<file path="src/rtl/cachepool_l2_id_remapper.sv">
// Per-channel AXI ID remapper: compresses wide request IDs onto 2^MstIdWidth table entries, restores them on responses.
// Optional macro CACHEPOOL_IDREMAP_STATS_EN adds per-channel stall counters and active-entry high-water marks.
module cachepool_l2_id_remapper #(
    parameter int unsigned NumChannels  = 4,
    parameter int unsigned SlvIdWidth   = 6,
    parameter int unsigned MstIdWidth   = 2,
    parameter int unsigned MaxTxnsPerId = 4,
    localparam int unsigned CntWidth    = $clog2(MaxTxnsPerId + 1),
    localparam int unsigned NumEntries  = 1 << MstIdWidth
) (
    input  logic                              clk_i,
    input  logic                              rst_i,
    input  logic [NumChannels-1:0]            slv_req_valid_i,
    output logic [NumChannels-1:0]            slv_req_ready_o,
    input  logic [NumChannels*SlvIdWidth-1:0] slv_req_id_i,
    output logic [NumChannels-1:0]            mst_req_valid_o,
    input  logic [NumChannels-1:0]            mst_req_ready_i,
    output logic [NumChannels*MstIdWidth-1:0] mst_req_id_o,
    input  logic [NumChannels-1:0]            mst_rsp_valid_i,
    output logic [NumChannels-1:0]            mst_rsp_ready_o,
    input  logic [NumChannels*MstIdWidth-1:0] mst_rsp_id_i,
    input  logic [NumChannels-1:0]            mst_rsp_last_i,
    output logic [NumChannels-1:0]            slv_rsp_valid_o,
    input  logic [NumChannels-1:0]            slv_rsp_ready_i,
    output logic [NumChannels*SlvIdWidth-1:0] slv_rsp_id_o,
`ifdef CACHEPOOL_IDREMAP_STATS_EN
    output logic [NumChannels*32-1:0]             stall_cnt_o,
    output logic [NumChannels*(MstIdWidth+1)-1:0] max_active_o,
`endif
    output logic [NumChannels-1:0]            error_o
);

    for (genvar gi = 0; gi < NumChannels; gi++) begin : g_ch
        logic [NumEntries-1:0]                 active_reg, active_next;
        logic [NumEntries-1:0][SlvIdWidth-1:0] slv_id_reg, slv_id_next;
        logic [NumEntries-1:0][CntWidth-1:0]   cnt_reg, cnt_next;
        logic                                  error_reg, error_next;

        logic [SlvIdWidth-1:0] req_id;
        logic [MstIdWidth-1:0] rsp_id;
        logic                  hit, free;
        logic [MstIdWidth-1:0] hit_idx, free_idx, sel_idx;
        logic                  stall, req_hs, rsp_hs, rsp_active, release_hs;
        logic [NumEntries-1:0] inc_vec, dec_vec;

        assign req_id = slv_req_id_i[gi*SlvIdWidth +: SlvIdWidth];
        assign rsp_id = mst_rsp_id_i[gi*MstIdWidth +: MstIdWidth];

        // Lookup sees registered state only, so a release never opens req_ready in the same cycle.
        always_comb begin
            hit      = 1'b0;
            hit_idx  = '0;
            free     = 1'b0;
            free_idx = '0;
            for (int e = 0; e < NumEntries; e++) begin
                if (!hit && active_reg[e] && slv_id_reg[e] == req_id) begin
                    hit     = 1'b1;
                    hit_idx = MstIdWidth'(e);
                end
            end
            for (int e = NumEntries - 1; e >= 0; e--) begin
                if (!active_reg[e]) begin
                    free     = 1'b1;
                    free_idx = MstIdWidth'(e);
                end
            end
        end

        assign stall   = hit ? (cnt_reg[hit_idx] == CntWidth'(MaxTxnsPerId)) : !free;
        assign sel_idx = hit ? hit_idx : free_idx;

        assign mst_req_valid_o[gi] = slv_req_valid_i[gi] && !stall;
        assign slv_req_ready_o[gi] = mst_req_ready_i[gi] && !stall;
        assign mst_req_id_o[gi*MstIdWidth +: MstIdWidth] = sel_idx;
        assign req_hs = mst_req_valid_o[gi] && mst_req_ready_i[gi];

        assign slv_rsp_valid_o[gi] = mst_rsp_valid_i[gi];
        assign mst_rsp_ready_o[gi] = slv_rsp_ready_i[gi];
        assign rsp_active = active_reg[rsp_id];
        assign slv_rsp_id_o[gi*SlvIdWidth +: SlvIdWidth] = rsp_active ? slv_id_reg[rsp_id] : '0;
        assign rsp_hs     = mst_rsp_valid_i[gi] && slv_rsp_ready_i[gi];
        assign release_hs = rsp_hs && mst_rsp_last_i[gi] && rsp_active;

        always_comb begin
            inc_vec     = '0;
            dec_vec     = '0;
            active_next = active_reg;
            slv_id_next = slv_id_reg;
            cnt_next    = cnt_reg;
            error_next  = error_reg || (rsp_hs && !rsp_active);
            for (int e = 0; e < NumEntries; e++) begin
                inc_vec[e] = req_hs && (sel_idx == MstIdWidth'(e));
                dec_vec[e] = release_hs && (rsp_id == MstIdWidth'(e));
                case ({inc_vec[e], dec_vec[e]})
                    2'b10: begin
                        cnt_next[e]    = cnt_reg[e] + CntWidth'(1);
                        active_next[e] = 1'b1;
                        slv_id_next[e] = req_id;
                    end
                    2'b01: begin
                        cnt_next[e] = cnt_reg[e] - CntWidth'(1);
                        if (cnt_reg[e] == CntWidth'(1)) begin
                            active_next[e] = 1'b0;
                        end
                    end
                    default: ;
                endcase
            end
        end

        always_ff @(posedge clk_i) begin
            if (rst_i) begin
                active_reg <= '0;
                slv_id_reg <= '0;
                cnt_reg    <= '0;
                error_reg  <= 1'b0;
            end else begin
                active_reg <= active_next;
                slv_id_reg <= slv_id_next;
                cnt_reg    <= cnt_next;
                error_reg  <= error_next;
            end
        end

        assign error_o[gi] = error_reg;

`ifndef SYNTHESIS
        always_ff @(posedge clk_i) begin
            if (!rst_i) begin
                for (int e = 0; e < NumEntries; e++) begin
                    assert (cnt_reg[e] <= CntWidth'(MaxTxnsPerId))
                        else $error("cnt overflow ch%0d entry%0d", gi, e);
                    assert (!(dec_vec[e] && !inc_vec[e] && cnt_reg[e] == '0))
                        else $error("cnt underflow ch%0d entry%0d", gi, e);
                end
            end
        end
`endif

`ifdef CACHEPOOL_IDREMAP_STATS_EN
        logic [31:0]         stall_cnt_reg;
        logic [MstIdWidth:0] max_active_reg, num_active;

        always_comb begin
            num_active = '0;
            for (int e = 0; e < NumEntries; e++) begin
                num_active = num_active + (MstIdWidth+1)'(active_reg[e]);
            end
        end

        always_ff @(posedge clk_i) begin
            if (rst_i) begin
                stall_cnt_reg  <= '0;
                max_active_reg <= '0;
            end else begin
                if (slv_req_valid_i[gi] && stall && stall_cnt_reg != '1) begin
                    stall_cnt_reg <= stall_cnt_reg + 32'd1;
                end
                if (num_active > max_active_reg) begin
                    max_active_reg <= num_active;
                end
            end
        end

        assign stall_cnt_o[gi*32 +: 32]                          = stall_cnt_reg;
        assign max_active_o[gi*(MstIdWidth+1) +: (MstIdWidth+1)] = max_active_reg;
`endif
    end

endmodule

</file>
<file path="config.mk">
export PLATFORM = sky130hd
export DESIGN_NAME = cachepool_l2_id_remapper
export DESIGN_NICKNAME = d
export VERILOG_FILES = /design/src/rtl/cachepool_l2_id_remapper.sv
export SDC_FILE = /design/constraint.sdc
export NUM_CORES = 1
export LEC_CHECK = 0
export CORE_MARGIN = 2
export CORE_UTILIZATION = 49
export CTS_BUF_LIST = sky130_fd_sc_hd__clkbuf_8
export CTS_CLUSTER_SIZE = 10
export DETAILED_ROUTE_END_ITERATION = 8
export DONT_BUFFER_PORTS = 1
export PLACE_DENSITY_LB_ADDON = 0.1
export SLEW_MARGIN = 30
export SYNTH_ARGS = -nofsm -noshare
export SYNTH_HDL_FRONTEND = slang
export SYNTH_SLANG_ARGS = --single-unit
</file>
<file path="constraint.sdc">
create_clock -name clk_i -period 4 [get_ports clk_i]
set_input_delay 0 -clock clk_i [delete_from_list [all_inputs] [get_ports clk_i]]
set_output_delay 0 -clock clk_i [all_outputs]
set_load 0.05 [all_outputs]
</file>
**After elaboration in Yosys (flattened, before gate mapping)**

Cells that the tools add are included.

- Bits in latches: 0
- Input bits: 54
- Register bits after elaboration: 164
- Output and inout bits: 52
- Memories: 0
- ROM bits: 0
- RAM bits: 0
- Logic and storage cells: 500

- Muxes and demuxes: 144
- Bitwise operators: 0
- Reductions and logical operators: 156
- Add/sub/neg operators: 32
- Divide/modulo/power cells: 0
- Order comparisons: 8
- Equality and inequality tests: 108
- Multipliers: 0
- Shifts and indexed selects: 0

Operator list:

| cell | count |
|---|---|
| $eq A6 B6 Y1 | 16 |
| $pmux W3 S2 | 16 |
| $logic_and A1 B1 Y1 | 88 |
| $eq A2 B2 Y1 const B | 32 |
| $mux W1 | 60 |
| $mux W2 | 28 |
| $add A3 B1 Y3 const B | 16 |
| $bmux W6 S2 | 4 |
| $eq A2 B1 Y1 const B | 24 |
| $eq A3 B1 Y1 const B | 16 |
| $mux W6 | 8 |
| $sub A3 B1 Y3 const B | 16 |
| $ne A2 B2 Y1 const B | 16 |
| $pmux W1 S2 | 16 |
| $reduce_and A2 Y1 | 16 |
| $reduce_bool A2 Y1 | 16 |
| $bmux W3 S2 | 4 |
| $logic_not A1 Y1 | 24 |
| $lt A2 B3 Y1 const B | 8 |
| $logic_not A2 Y1 | 8 |
| $eq A3 B3 Y1 const B | 4 |
| $mux W3 | 4 |
| $bmux W1 S2 | 4 |
| $logic_or A1 B1 Y1 | 4 |

**Logic depth before layout (Yosys ltp)**

Gate-level depths: netlist of the first run.

- Word-level depth: 26
- Depth in mapped cells: 14
- Depth with buffers taken out: 12

**Worst setup path before layout of the first run**

Ideal clock, no wire load.

- Path type: register to register
- Start point: reg g_ch[2].slv_id_reg[13] in the netlist's numbering
- End point: reg g_ch[2].cnt_reg[11] in the netlist's numbering
- Path slack: 0.436 ns
- Data arrival time: 3.494 ns
- Cell stages (with the launch flop): 11
- Data required time: 3.930 ns
- Library setup time: 0.070 ns
- Clock period less this slack: 3.564 ns
- Buffers on the path: 0
- Path through: dfxtp_1 -> xnor2_1 -> nand4_1 -> nor4_1 -> nor2b_1 -> a211oi_1 -> nand3_1 -> ha_1 -> mux2i_1 -> or3_1 -> a21oi_1

- Elaborated cells between the ends (all ways): 23
- Those cells by class: eq/ne: 5; mux: 9; reduce/logical: 9

RTL lines:

| what | RTL line | text |
|---|---|---|
| start: declaration | 35 | `logic [NumEntries-1:0][SlvIdWidth-1:0] slv_id_reg, slv_id_next;` |
| start signal: assignment | 119 | `slv_id_reg <= slv_id_next;` |
| $eq A6 B6 Y1 (*) | 56 | `if (!hit && active_reg[e] && slv_id_reg[e] == req_id) begin` |
| $logic_and A1 B1 Y1 (*) | 56 |  |
| $mux W1 | 56 |  |
| $logic_not A1 Y1 | 56 |  |
| $logic_and A1 B1 Y1 (2 in a row) | 56 |  |
| $mux W2 or $mux W1 (tied branches) | 56 |  |
| $mux W2 (*) | 70 | `assign sel_idx = hit ? hit_idx : free_idx;` |
| net mst_req_id_o[5] | 18 | `output logic [NumChannels*MstIdWidth-1:0] mst_req_id_o,` |
| $eq A2 B2 Y1 (*) | 92 | `inc_vec[e] = req_hs && (sel_idx == MstIdWidth'(e));` |
| $logic_and A1 B1 Y1 (*) | 92 |  |
| $eq A2 B1 Y1 or $eq A2 B2 Y1 (tied branches) | 94 | `case ({inc_vec[e], dec_vec[e]})` |
| $pmux W3 S2 or $reduce_bool A2 Y1 (tied branches) | - |  |
| end signal: assignment | 120 | `cnt_reg <= cnt_next;` |
| end: declaration | 36 | `logic [NumEntries-1:0][CntWidth-1:0] cnt_reg, cnt_next;` |

The timed path passes the listed nets; every way through them passes the cells marked *. The select of a mux whose other input is x is not followed.
A chain may end at the register's enable or synchronous reset.

**Worst setup path in the final report of the first run**

- Start point: reg g_ch[3].slv_id_reg[13] in the netlist's numbering
- End point: reg g_ch[3].slv_id_reg[0] in the netlist's numbering

- Cells in the longest elaborated chain, start to end: 16
- Elaborated cells between the ends (all ways): 20
- Those cells by class: eq/ne: 3; mux: 8; reduce/logical: 9

Ends and longest elaborated chain:

| what | RTL line | text |
|---|---|---|
| start: declaration | 35 |  |
| start signal: assignment | 119 |  |
| $eq A6 B6 Y1 (*) | 56 |  |
| $logic_and A1 B1 Y1 (*) | 56 |  |
| $mux W1 | 56 |  |
| $logic_not A1 Y1 | 56 |  |
| $logic_and A1 B1 Y1 (2 in a row) | 56 |  |
| $mux W2 | 56 |  |
| $bmux W3 S2 | 69 | `assign stall = hit ? (cnt_reg[hit_idx] == CntWidth'(MaxTxnsPerId)) : !free;` |
| $mux W3 (implied by the code) | 69 |  |
| $eq A3 B3 Y1 | 69 |  |
| $mux W1 | 69 |  |
| $logic_not A1 Y1 | 72 | `assign mst_req_valid_o[gi] = slv_req_valid_i[gi] && !stall;` |
| $logic_and A1 B1 Y1 | 72 |  |
| $logic_and A1 B1 Y1 | 75 | `assign req_hs = mst_req_valid_o[gi] && mst_req_ready_i[gi];` |
| $logic_and A1 B1 Y1 (*) | 92 |  |
| $eq A2 B2 Y1 (*) | 94 |  |

Mark *: on every way between the ends. The rest lies on a longest branch, timed or not. The select of a mux whose other input is x is not followed.

==> results by group, run 1 <==
Synth
  • Unique masters post-synth: between 50 and 60
  • Mapped Avg Cell Area: between 8 and 9 um2
  • Top cell type's share of synthesized area: between 30% and 40%
  • Number of synthesized flops with an enable pin: 0
  • Syn Inst Count: around 1200
  • Ys flop type: dfxtp_1
  • Ranking of synthesized cells by area: dfxtp_1 30%, ha_1 11%, mux2i_1 10%
  • Seq/Total Area, Yosys: about 30%
  • Syn_nets: around 1400
  • Asr flop ratio synth: 0%
  • Register bit total from synthesis: around 160
  • Synth area leader: dfxtp_1
  • Synthesized area: 10900 um2
  • Synthesis Warnings: 0

Placement
  • Pre-CTS setup slack: approximately 850 ps
  • Post-detail-place hpwl: 16680 um
  • I/O Buffers: 0
  • Global placement routability congestion: a little over 0.8

GRT
  • Met3 usage: slightly above 4%
  • Met1 Track Usage GR: a little under a third
  • Largest net degree at the start of global routing: between 150 and 200
  • Overflow after GRT: 0
  • First-pass GRT wire length: 41530 um
  • Routing usage on met2: 34.31%
  • Global-route usage over all layers: a little over a fifth
  • Initial antenna violation count: 0
  • Vias in the first global route: about 8100
  • GRT Max-Usage Layer: met2

Drt
  • DR DRC count: 0
  • DR vias: 8310
  • Detailed Route WL: 24900 um
  • Initial drt markers: just over 400
  • First-pass iteration count of the detailed router: 5
  • Post-detailed-route count of antenna-violating nets: 0
  • Wirelength per Cell: roughly 17 um
  • Routed vias/inst: approximately 5.5

CTS
  • Clock-pin slew of the registers on the worst-case setup and hold paths: 100 ps
  • Clock Tree Buf Depth: 2
  • Clock Latency Late Sink: ~460 ps
  • H-tree levels: 4
  • Post-CTS setup buffer count: 0
  • Total CTS buffers: 17
  • Root Buffer: clkbuf_8
  • CTS sink count: ~160
  • CTS tree: done

Timing
  • Clock period minus worst slack: 3625 ps
  • Fmax: around 280 MHz
  • Fin Setup TNS: 0 ps
  • Slew of the pin with the lowest slew margin: roughly 1000 ps
  • Final setup margin: around 370 ps
  • Final Max Slew Viols: 0
  • Slew headroom: a little over a third
  • Final hold vios: 0
  • Final period utilization: 90.63%
  • Clock Skew: about 24 ps
  • Setup-failing EPs final: 0
  • RSZ-0062 raised after global routing: false

Setup path
  • Crit end category: register
  • Arr. time, crit path: a little under 4000 ps
  • Worst Path Required: 4350 ps
  • CP startpoint kind: register
  • Max FO, Critical Path: 8
  • FF-to-FF Start: g_ch[3].slv_id_reg[13]
  • Setup CP Type: register to register
  • Worst setup startpoint: g_ch[3].slv_id_reg[13]

Run
  • Max_cap viols: 0

Min path
  • HP Start: slv_rsp_ready_i[3]
  • Hold WC Path Type: input port to primary output

Finish
  • Largest register FFs: 96
  • Most common cell after layout, fill and taps aside: dfxtp_1
  • Most frequent cells in the layout: 164 x dfxtp_1, 160 x nor2_1, 112 x mux2i_1, 96 x ha_1, 63 x inv_1
  • ANT cells: 0
  • Final core utilization: 53.61%
  • Layout cells sized above 1: roughly 7%
  • Layout area overhead: 7.360%
  • # nets final: about 1400

Floorplanning
  • Die Wd: 153.1 um
  • Initial core utilization: about half
  • Row count: 54
  • Chip height: roughly 150 um
  • Ports: roughly 110
  • Die ar.: between 20000 and 25000 um2
  • Core area: approximately 22000 um2

Power and ir drop
  • Sw frac: about 28%
  • Clock network fraction of total power: 36.0%
  • Power Density: between 200 and 300 nW/um2
  • Static Leakage: between 0.004 and 0.005 uW
  • Reg power frac: 52.9%
  • Combinational power share: roughly 11%
  • Power Internal: between 2000 and 2500 uW
  • Worst VDD drop: around 0.17 mV
  • Net Switching: 919.3 uW

Outcome
  • Status: finished clean
==> cell usage after synthesis (2+ instances only) <==
library cell  number
dfxtp_1          164
nor3b_1            2
nand2b_1          18
or3_1             26
xnor2_1           54
o21a_1             3
or2_2              6
nand4_1           21
buf_2             13
nor4_2             4
or4_1              5
xor2_1            57
a211oi_1          17
buf_1              5
buf_4             16
o21ai_0           40
mux4_2            28
and2_1            23
nor2b_1           34
mux2i_1          112
buf_6              7
nor3_1            22
a21oi_1           57
inv_1             62
o31ai_1            4
and4_1             3
nor4_1             8
ha_1              96
nand2_1           44
a31oi_1           10
clkbuf_1          42
and3_1             7
nor2_1           160
nand3_1           28
==> metal layers <==
layer / wire length, um / share of wire (%)
met1: 12340 / 50
met4: 194 / 0.78
met5: 0 / 0
met2: 11330 / 46
met3: 1035 / 4.2
==> repair_timing <==
action	4_1_cts	5_1_grt
hold buffers	44	0
hold endpoints to repair	164	0
gates resized for setup	0	0
==> per-stage QoR <==
| step | total power [uW] | cell area [um2] | hold WS [ps] | instances |
|---|---|---|---|---|
| 6_report | 3240 | 11700 | 0.01886 | 1503 |
| 4_1_cts | 3293 | 11700 | 0.4141 | 1503 |
| 5_1_grt | 3388 | 11700 | 0.08254 | 1503 |
| 2_1_floorplan | 2076 | 10900 | 149.4 | 1223 |
| 3_3_place_gp | 2028 | 10870 | 0.4175 | 1427 |
| 3_5_place_dp | 2031 | 10870 | 0.4166 | 1427 |
==> worst paths after layout <==
kind | endpoint | slack, ps | depth (start not counted)
max | g_ch[3].slv_id_reg[0] | 370 | 11
min | mst_rsp_ready_o[3] | 0.02 | 0
max reg2reg | g_ch[3].slv_id_reg[0] | 370 | 11
min reg2reg | g_ch[2].cnt_reg[2] | 500 | 2
==> worst max-delay path, cell delays in order (launching register included) <==
cell and delay [ps]:
dfxtp_1 380, xnor2_1 150, nand4_1 110, or4_1 560
mux2_4 350, o221a_4 270, nor2_4 190, and2_1 150
ha_1 490, mux2i_1 250, nor2_1 50, dlygate4sd3_1 570
==> area by class of cell <==
cell class              instances  area [um2]
fillers                      2087       10120
multi-input cells             914        6950
repair buffers                 51       510.5
well taps                     280       350.3
inverters                      62       232.7
clock inverters                12       97.59
clock buffers                  20       275.3
flip-flops and latches        164        3283
==> power by group through the flow <==
| stage | combinational (uW) | clock [uW] | sequential [uW] |
|---|---|---|---|
| finish | 361 | 1170 | 1710 |
| global route | 396 | 1270 | 1720 |
| CTS | 363 | 1220 | 1710 |
| detailed placement | 280 | 0 | 1750 |
| global placement | 277 | 0 | 1750 |
| floorplan | 347 | 0 | 1730 |
==> cells by family (layout without fill, tap and decap cells) <==
| logic type | Yosys count | count (layout) | share of synthesized area [%] |
|---|---|---|---|
| mux | 141 | 141 | 16.21 |
| simple gates | 419 | 419 | 19.45 |
| buf+inv | 145 | 145 | 6.177 |
| compound gates | 146 | 146 | 7.945 |
| xor+xnor | 112 | 112 | 9.070 |
| flops | 164 | 164 | 30.13 |
| fa+ha+maj | 96 | 96 | 11.02 |
No activity file was read; power rests on OpenSTA's default activity.
==> run 2, diff against run 1 <==
Settings changed: CORE_ASPECT_RATIO set to 1.4, MAX_ROUTING_LAYER set to met4.
==> results by group, run 2 (same netlist as run 1, synthesis figures left out) <==
Outcome
  • Status: complete, but fails checks
  • Failing checks: hold timing

CTS
  • CTS sink count: 164 (unchanged)
  • PostCTS Resize Cnt: 0 (unchanged)
  • Post-CTS setup buffer count: 0 (unchanged)
  • H-tree levels: 4 (unchanged)
  • Clock Latency Late Sink: 470 ps (about the same)
  • Count of hold-fix buffers inserted at cts: 44 (unchanged)
  • Root Buffer: clkbuf_8
  • Total CTS buffers: 17 (unchanged)
  • CTS tree: done
  • Clock-pin slew of the registers on the worst-case setup and hold paths: 100 ps (about the same)
  • Clock Tree Buf Depth: 2 (unchanged)

Floorplanning
  • Row count: 64 (+19%)
  • Ports: 106 (unchanged)
  • Die Wd: 130.0 um (-15%)
  • Die ar.: 23470 um2 (about the same)
  • Initial core utilization: 49.85% (-0.086 points)
  • Core area: 21860 um2 (+0.17%)
  • Chip height: 180.5 um (+18%)

Finish
  • Register area: 3283 um2 (unchanged)
  • Most frequent cells in the layout: 164 x dfxtp_1, 159 x nor2_1, 112 x mux2i_1, 96 x ha_1, 64 x inv_1
  • # nets final: 1359 (-0.074%)
  • Layout cells sized above 1: 7.201% (about the same)
  • Largest register FFs: 96 (unchanged)
  • Most common cell after layout, fill and taps aside: dfxtp_1
  • Fillers: 2087 (unchanged)
  • ANT cells: 0 (unchanged)
  • Layout area overhead: 7.910%
  • Area used by multi-input combinational logic: 6959 um2 (+0.13%)
  • Finished Layout Cells: 1519 (+1.1%)

Timing
  • Final Max Slew Viols: 0 (unchanged)
  • Final period utilization: 91.31% (+0.68 points)
  • Clock Skew: 14.84 ps (-9.366 ps)
  • Setup-failing EPs final: 0 (unchanged)
  • Clock period minus worst slack: 3652 ps (+27.29 ps)
  • RSZ-0062 raised after global routing: false
  • Slew of the pin with the lowest slew margin: 1012 ps (+40.25 ps)
  • Fmax: 273.8 MHz (-0.75%)
  • Fin Setup TNS: 0 ps (unchanged)
  • Slew headroom: 32.41% (-2.7 points)
  • Minimum hold slack: -47.54 ps (-47.56 ps)
  • Final hold vios: 21 (+21)

Drt
  • Top layer in use: met4
  • Detailed Route WL: 24810 um (-0.36%)
  • DR DRC count: 0 (unchanged)
  • Wirelength per Cell: 16.34 um (-1.4%)
  • Met1 wire length: 10600 um (-14%)
  • Initial drt markers: 436 (+5.3%)
  • Routed met3 length: 805 um (-22%)
  • Routed vias/inst: 5.398 (-2.4%)
  • DR vias: 8200 (-1.3%)
  • Met2 wire len: 13040 um (+15%)
  • Post-detailed-route count of antenna-violating nets: 0 (unchanged)
  • First-pass iteration count of the detailed router: 5 (unchanged)

Placement
  • Global placement routability congestion: 0.8181 (about the same)
  • I/O Buffers: 0 (unchanged)
  • Placed insts: 1443 (+1.1%)
  • Post-detail-place hpwl: 17180 um (+3.0%)

GRT
  • First-pass GRT wire length: 40820 um (-1.7%)
  • Overflow after GRT: 0 (unchanged)
  • Initial antenna violation count: 0 (unchanged)
  • Global-route usage over all layers: 22.24% (+0.81 points)
  • Vias in the first global route: 8195 (+1.8%)
  • Largest net degree at the start of global routing: 165 (unchanged)

Power and ir drop
  • Static Leakage: 0.004421 uW (+0.57%)
  • Worst VDD drop: 0.2168 mV (+29%)
  • Power Density: 284.8 nW/um2 (+2.8%)

Setup path
  • Setup CP Type: register to register
  • Crit end category: register
  • Worst Path Required: 4370 ps (+20 ps)
  • Arr. time, crit path: 4020 ps (+40 ps)
  • Crit path max-delay family: simple AND/OR/NAND/NOR gates
  • Max FO, Critical Path: 8 (unchanged)
  • CP startpoint kind: register
  • Worst path buffer plus inverter count: 1 (unchanged)
  • Crit path largest cell delay: 580 ps (about the same)
  • Cell Chain, Critical Path: xnor2_1 > nand4_1 > or4_1 > mux2_4 > o221a_4 > nor2_4 > o211a_1 > ha_1 > mux2i_1 > nor2_1 > dlygate4sd3_1
  • CP max-delay cell: or4_1

Min path
  • Hold WC Path Type: input port to register

Run
  • Max_cap viols: 0 (unchanged)
[run 2: cell types whose count changed in the layout (fill, tap and decap cells not counted)]
cell        change
a31oi_1         -1
nor2_2          +1
clkbuf_8        -2
a31oi_2         +1
clkinvlp_4      -2
inv_1           +1
inv_8           -1
bufinv_16       +3
clkinv_2        +3
buf_4           -1
nor2_1          -1
inv_6           -1
clkinv_4        -1
[run 2: layer usage]
layer / global-route usage [%] / up-vias
li1: - / 4148
met1: 25.62 / 3911
met2: 39.06 / 118
met3: 4.186 / 23
met4: 6.022 / 0
met5: - / -
[run 2: final timing paths]
| path | depth (start not counted) | from | end | slack [ps] |
|---|---|---|---|---|
| setup / recovery | 11 | g_ch[3].slv_id_reg[15] | g_ch[3].slv_id_reg[11] | 350 |
| hold / removal | 2 | rst_i | g_ch[3].slv_id_reg[23] | -50 |
| setup reg to reg | 11 | g_ch[3].slv_id_reg[15] | g_ch[3].slv_id_reg[11] | 350 |
| hold reg to reg | 2 | g_ch[3].cnt_reg[11] | g_ch[3].cnt_reg[11] | 500 |
[run 2: per-stage QoR]
| stage | hold WS (ps) | util, % | worst slack, ps | total power [uW] | area [um2] |
|---|---|---|---|---|---|
| after floorplan | 149.4 | - | 435.9 | 2076 | 10900 |
| final | -47.54 | 53.79 | 347.6 | 3349 | 11760 |
| after detailed placement | 0.4323 | 49.82 | 811.0 | 2032 | 10890 |
| after CTS | 0.4323 | 53.79 | 333.2 | 3403 | 11760 |
| after global placement | 0.4338 | 49.77 | 892.6 | 2028 | 10880 |
| after global routing | 0.05580 | 53.79 | 169.1 | 3502 | 11760 |
[run 2: power by group]
group / switching, uW / total [uW] / internal, uW
clock network: 647 / 1280 / 630
logic: 195 / 359 / 164
registers: 46.7 / 1710 / 1670
total: 888 / 3350 / 2460
[run 2: layout make-up]
type	instances	area share [%]
sequential	164	27.92
tap	297	3.160
inverter	62	1.979
multi-input combinational	914	59.18
timing repair buffer	50	4.277
clock inverter	14	1.383
clock buffer	18	2.107
==> run 3, diff against run 2 <==
Settings changed: REMOVE_ABC_BUFFERS set to 1.
==> results by group, run 3 (same netlist as run 1, synthesis figures left out) <==
Power and ir drop
  • Power Density: 294.0 nW/um2 (+3.2%)
  • Worst VDD drop: 0.1935 mV (-11%)
  • Static Leakage: 0.004420 uW (about the same)
  • Total power: 3468 uW (+3.5%)

Finish
  • # nets final: 1357 (-0.15%)
  • Layout cells sized above 1: 7.295% (+0.094 points)
  • Layout area overhead: 8.220%
  • ANT cells: 0 (unchanged)
  • Most common cell after layout, fill and taps aside: dfxtp_1
  • Largest register FFs: 96 (unchanged)
  • Finished Layout Cells: 1517 (-0.13%)
  • Post-route cell area: 11790 um2 (+0.29%)
  • Most frequent cells in the layout: 164 x dfxtp_1, 159 x nor2_1, 112 x mux2i_1, 96 x ha_1, 63 x inv_1

Floorplanning
  • Die ar.: 23470 um2 (unchanged)
  • Initial core utilization: 49.85% (unchanged)
  • Core area: 21860 um2 (unchanged)
  • Row count: 64 (unchanged)
  • Ports: 106 (unchanged)
  • Die Wd: 130.0 um (unchanged)
  • Chip height: 180.5 um (unchanged)

CTS
  • Clock-pin slew of the registers on the worst-case setup and hold paths: 100 ps (about the same)
  • H-tree levels: 4 (unchanged)
  • CTS sink count: 164 (unchanged)
  • CTS tree: done
  • Clock Latency Late Sink: 470 ps (about the same)
  • Total CTS buffers: 17 (unchanged)
  • Clock Tree Buf Depth: 2 (unchanged)
  • Root Buffer: clkbuf_8

Drt
  • DR DRC count: 0 (unchanged)
  • Post-detailed-route count of antenna-violating nets: 0 (unchanged)
  • First-pass iteration count of the detailed router: 4 (-1)
  • DR vias: 8254 (+0.66%)
  • Routed vias/inst: 5.441 (+0.79%)
  • Wirelength per Cell: 16.56 um (+1.4%)
  • Initial drt markers: 465 (+6.7%)
  • Detailed Route WL: 25120 um (+1.2%)

Setup path
  • Setup CP Type: register to register
  • Crit end category: register
  • Max FO, Critical Path: 8 (unchanged)
  • Arr. time, crit path: 3600 ps (-420 ps)
  • CP startpoint kind: register
  • Worst Path Required: 4380 ps (about the same)

Timing
  • Final period utilization: 80.43% (-11 points)
  • Minimum hold slack: -23.07 ps (+24.46 ps)
  • Slew headroom: 33.62% (+1.2 points)
  • Final Max Slew Viols: 0 (unchanged)
  • Clock Skew: 14.15 ps (-0.6986 ps)
  • Fin Setup TNS: 0 ps (unchanged)
  • Slew of the pin with the lowest slew margin: 993.6 ps (-18.10 ps)
  • Final hold vios: 5 (-76%)
  • Setup-failing EPs final: 0 (unchanged)
  • RSZ-0062 raised after global routing: false
  • Fmax: 310.8 MHz (+14%)
  • Clock period minus worst slack: 3217 ps (-435.1 ps)

Placement
  • Global placement routability congestion: 0.8580 (+4.9%)
  • Placed insts: 1441 (-0.14%)
  • Post-detail-place hpwl: 17260 um (+0.49%)
  • I/O Buffers: 0 (unchanged)
  • DP Area: 10880 um2 (-0.11%)

Run
  • Max_cap viols: 0 (unchanged)

GRT
  • Largest net degree at the start of global routing: 165 (unchanged)
  • Global-route usage over all layers: 22.73% (+0.50 points)
  • Initial antenna violation count: 0 (unchanged)
  • Vias in the first global route: 8237 (+0.51%)
  • Overflow after GRT: 0 (unchanged)
  • First-pass GRT wire length: 41750 um (+2.3%)

Outcome
  • Failing checks: hold timing
  • Status: complete, but fails checks

Min path
  • Hold WC Path Type: input port to register
==> run 3: cell types whose count changed in the layout (fill, tap and decap cells not counted) <==
cell	previous run	this run
inv_6	1	0
nor2b_2	0	2
clkbuf_8	18	20
buf_4	6	4
inv_1	64	63
nor2b_1	34	32
clkinv_2	3	1
clkinv_4	3	4
bufinv_16	3	4
==> run 3: worst paths after layout <==
kind | end | cells after the start | slack, ps | startpoint
hold / removal | g_ch[2].slv_id_reg[4] | 2 | -20 | rst_i
setup reg to reg | g_ch[3].cnt_reg[5] | 11 | 780 | g_ch[3].slv_id_reg[13]
hold reg to reg | g_ch[0].cnt_reg[11] | 2 | 500 | g_ch[0].cnt_reg[11]
setup / recovery | g_ch[3].cnt_reg[5] | 11 | 780 | g_ch[3].slv_id_reg[13]
==> run 3: critical path, stage by stage, from the launching register on <==
cell	delay [ps]
dfxtp_1	390
xnor2_1	130
nand4_1	170
or4_1	590
mux2_4	350
o221a_4	270
nor2_4	190
o211ai_1	160
ha_1	300
mux2i_1	140
or3_1	300
a21oi_1	140
==> run 3: metrics by stage <==
step                      utilization (%)  setup slack [ps]  hold slack (ps)
after global routing                53.95             547.5          0.08278
after detailed placement            49.77             819.0           0.3582
after floorplan                         -             436.7                0
after CTS                           53.94             784.8           0.3579
after global placement              49.70             740.4           0.3589
final                               53.95             782.7           -23.07
==> run 3: layer usage <==
metal | wire (um) | up-vias | share of wire, % | global-route usage, %
met5 | 0 | - | 0 | -
met4 | 540 | 0 | 2.1 | 7.312
met3 | 761 | 41 | 3.0 | 3.919
met2 | 12710 | 136 | 51 | 38.32
met1 | 11100 | 3951 | 44 | 27.35
li1 | - | 4126 | - | -
==> run 3: where the power goes <==
part	total (uW)	leakage (uW)	switching, uW	internal [uW]
Combinational	360	0.00287	197	163
Sequential	1710	0.00133	45.7	1670
Clock	1400	0.000226	664	731
Total	3470	0.00442	907	2560
==> run 3: repair_timing <==
action | 4_1_cts | 5_1_grt
buffers inserted | 0 | 0
hold endpoints to repair | 164 | 0
hold buffers | 44 | 0
resized for setup | 0 | 0
setup endpoints to repair | 0 | 0
==> run 3: final cells by class <==
type | count | area, um2
fillers | 2055 | 10070
flip-flops and latches | 164 | 3283
repair buffers | 48 | 488.0
inverters | 62 | 232.7
multi-input cells | 914 | 6964
well taps | 297 | 371.6
clock buffers | 20 | 275.3
clock inverters | 12 | 178.9
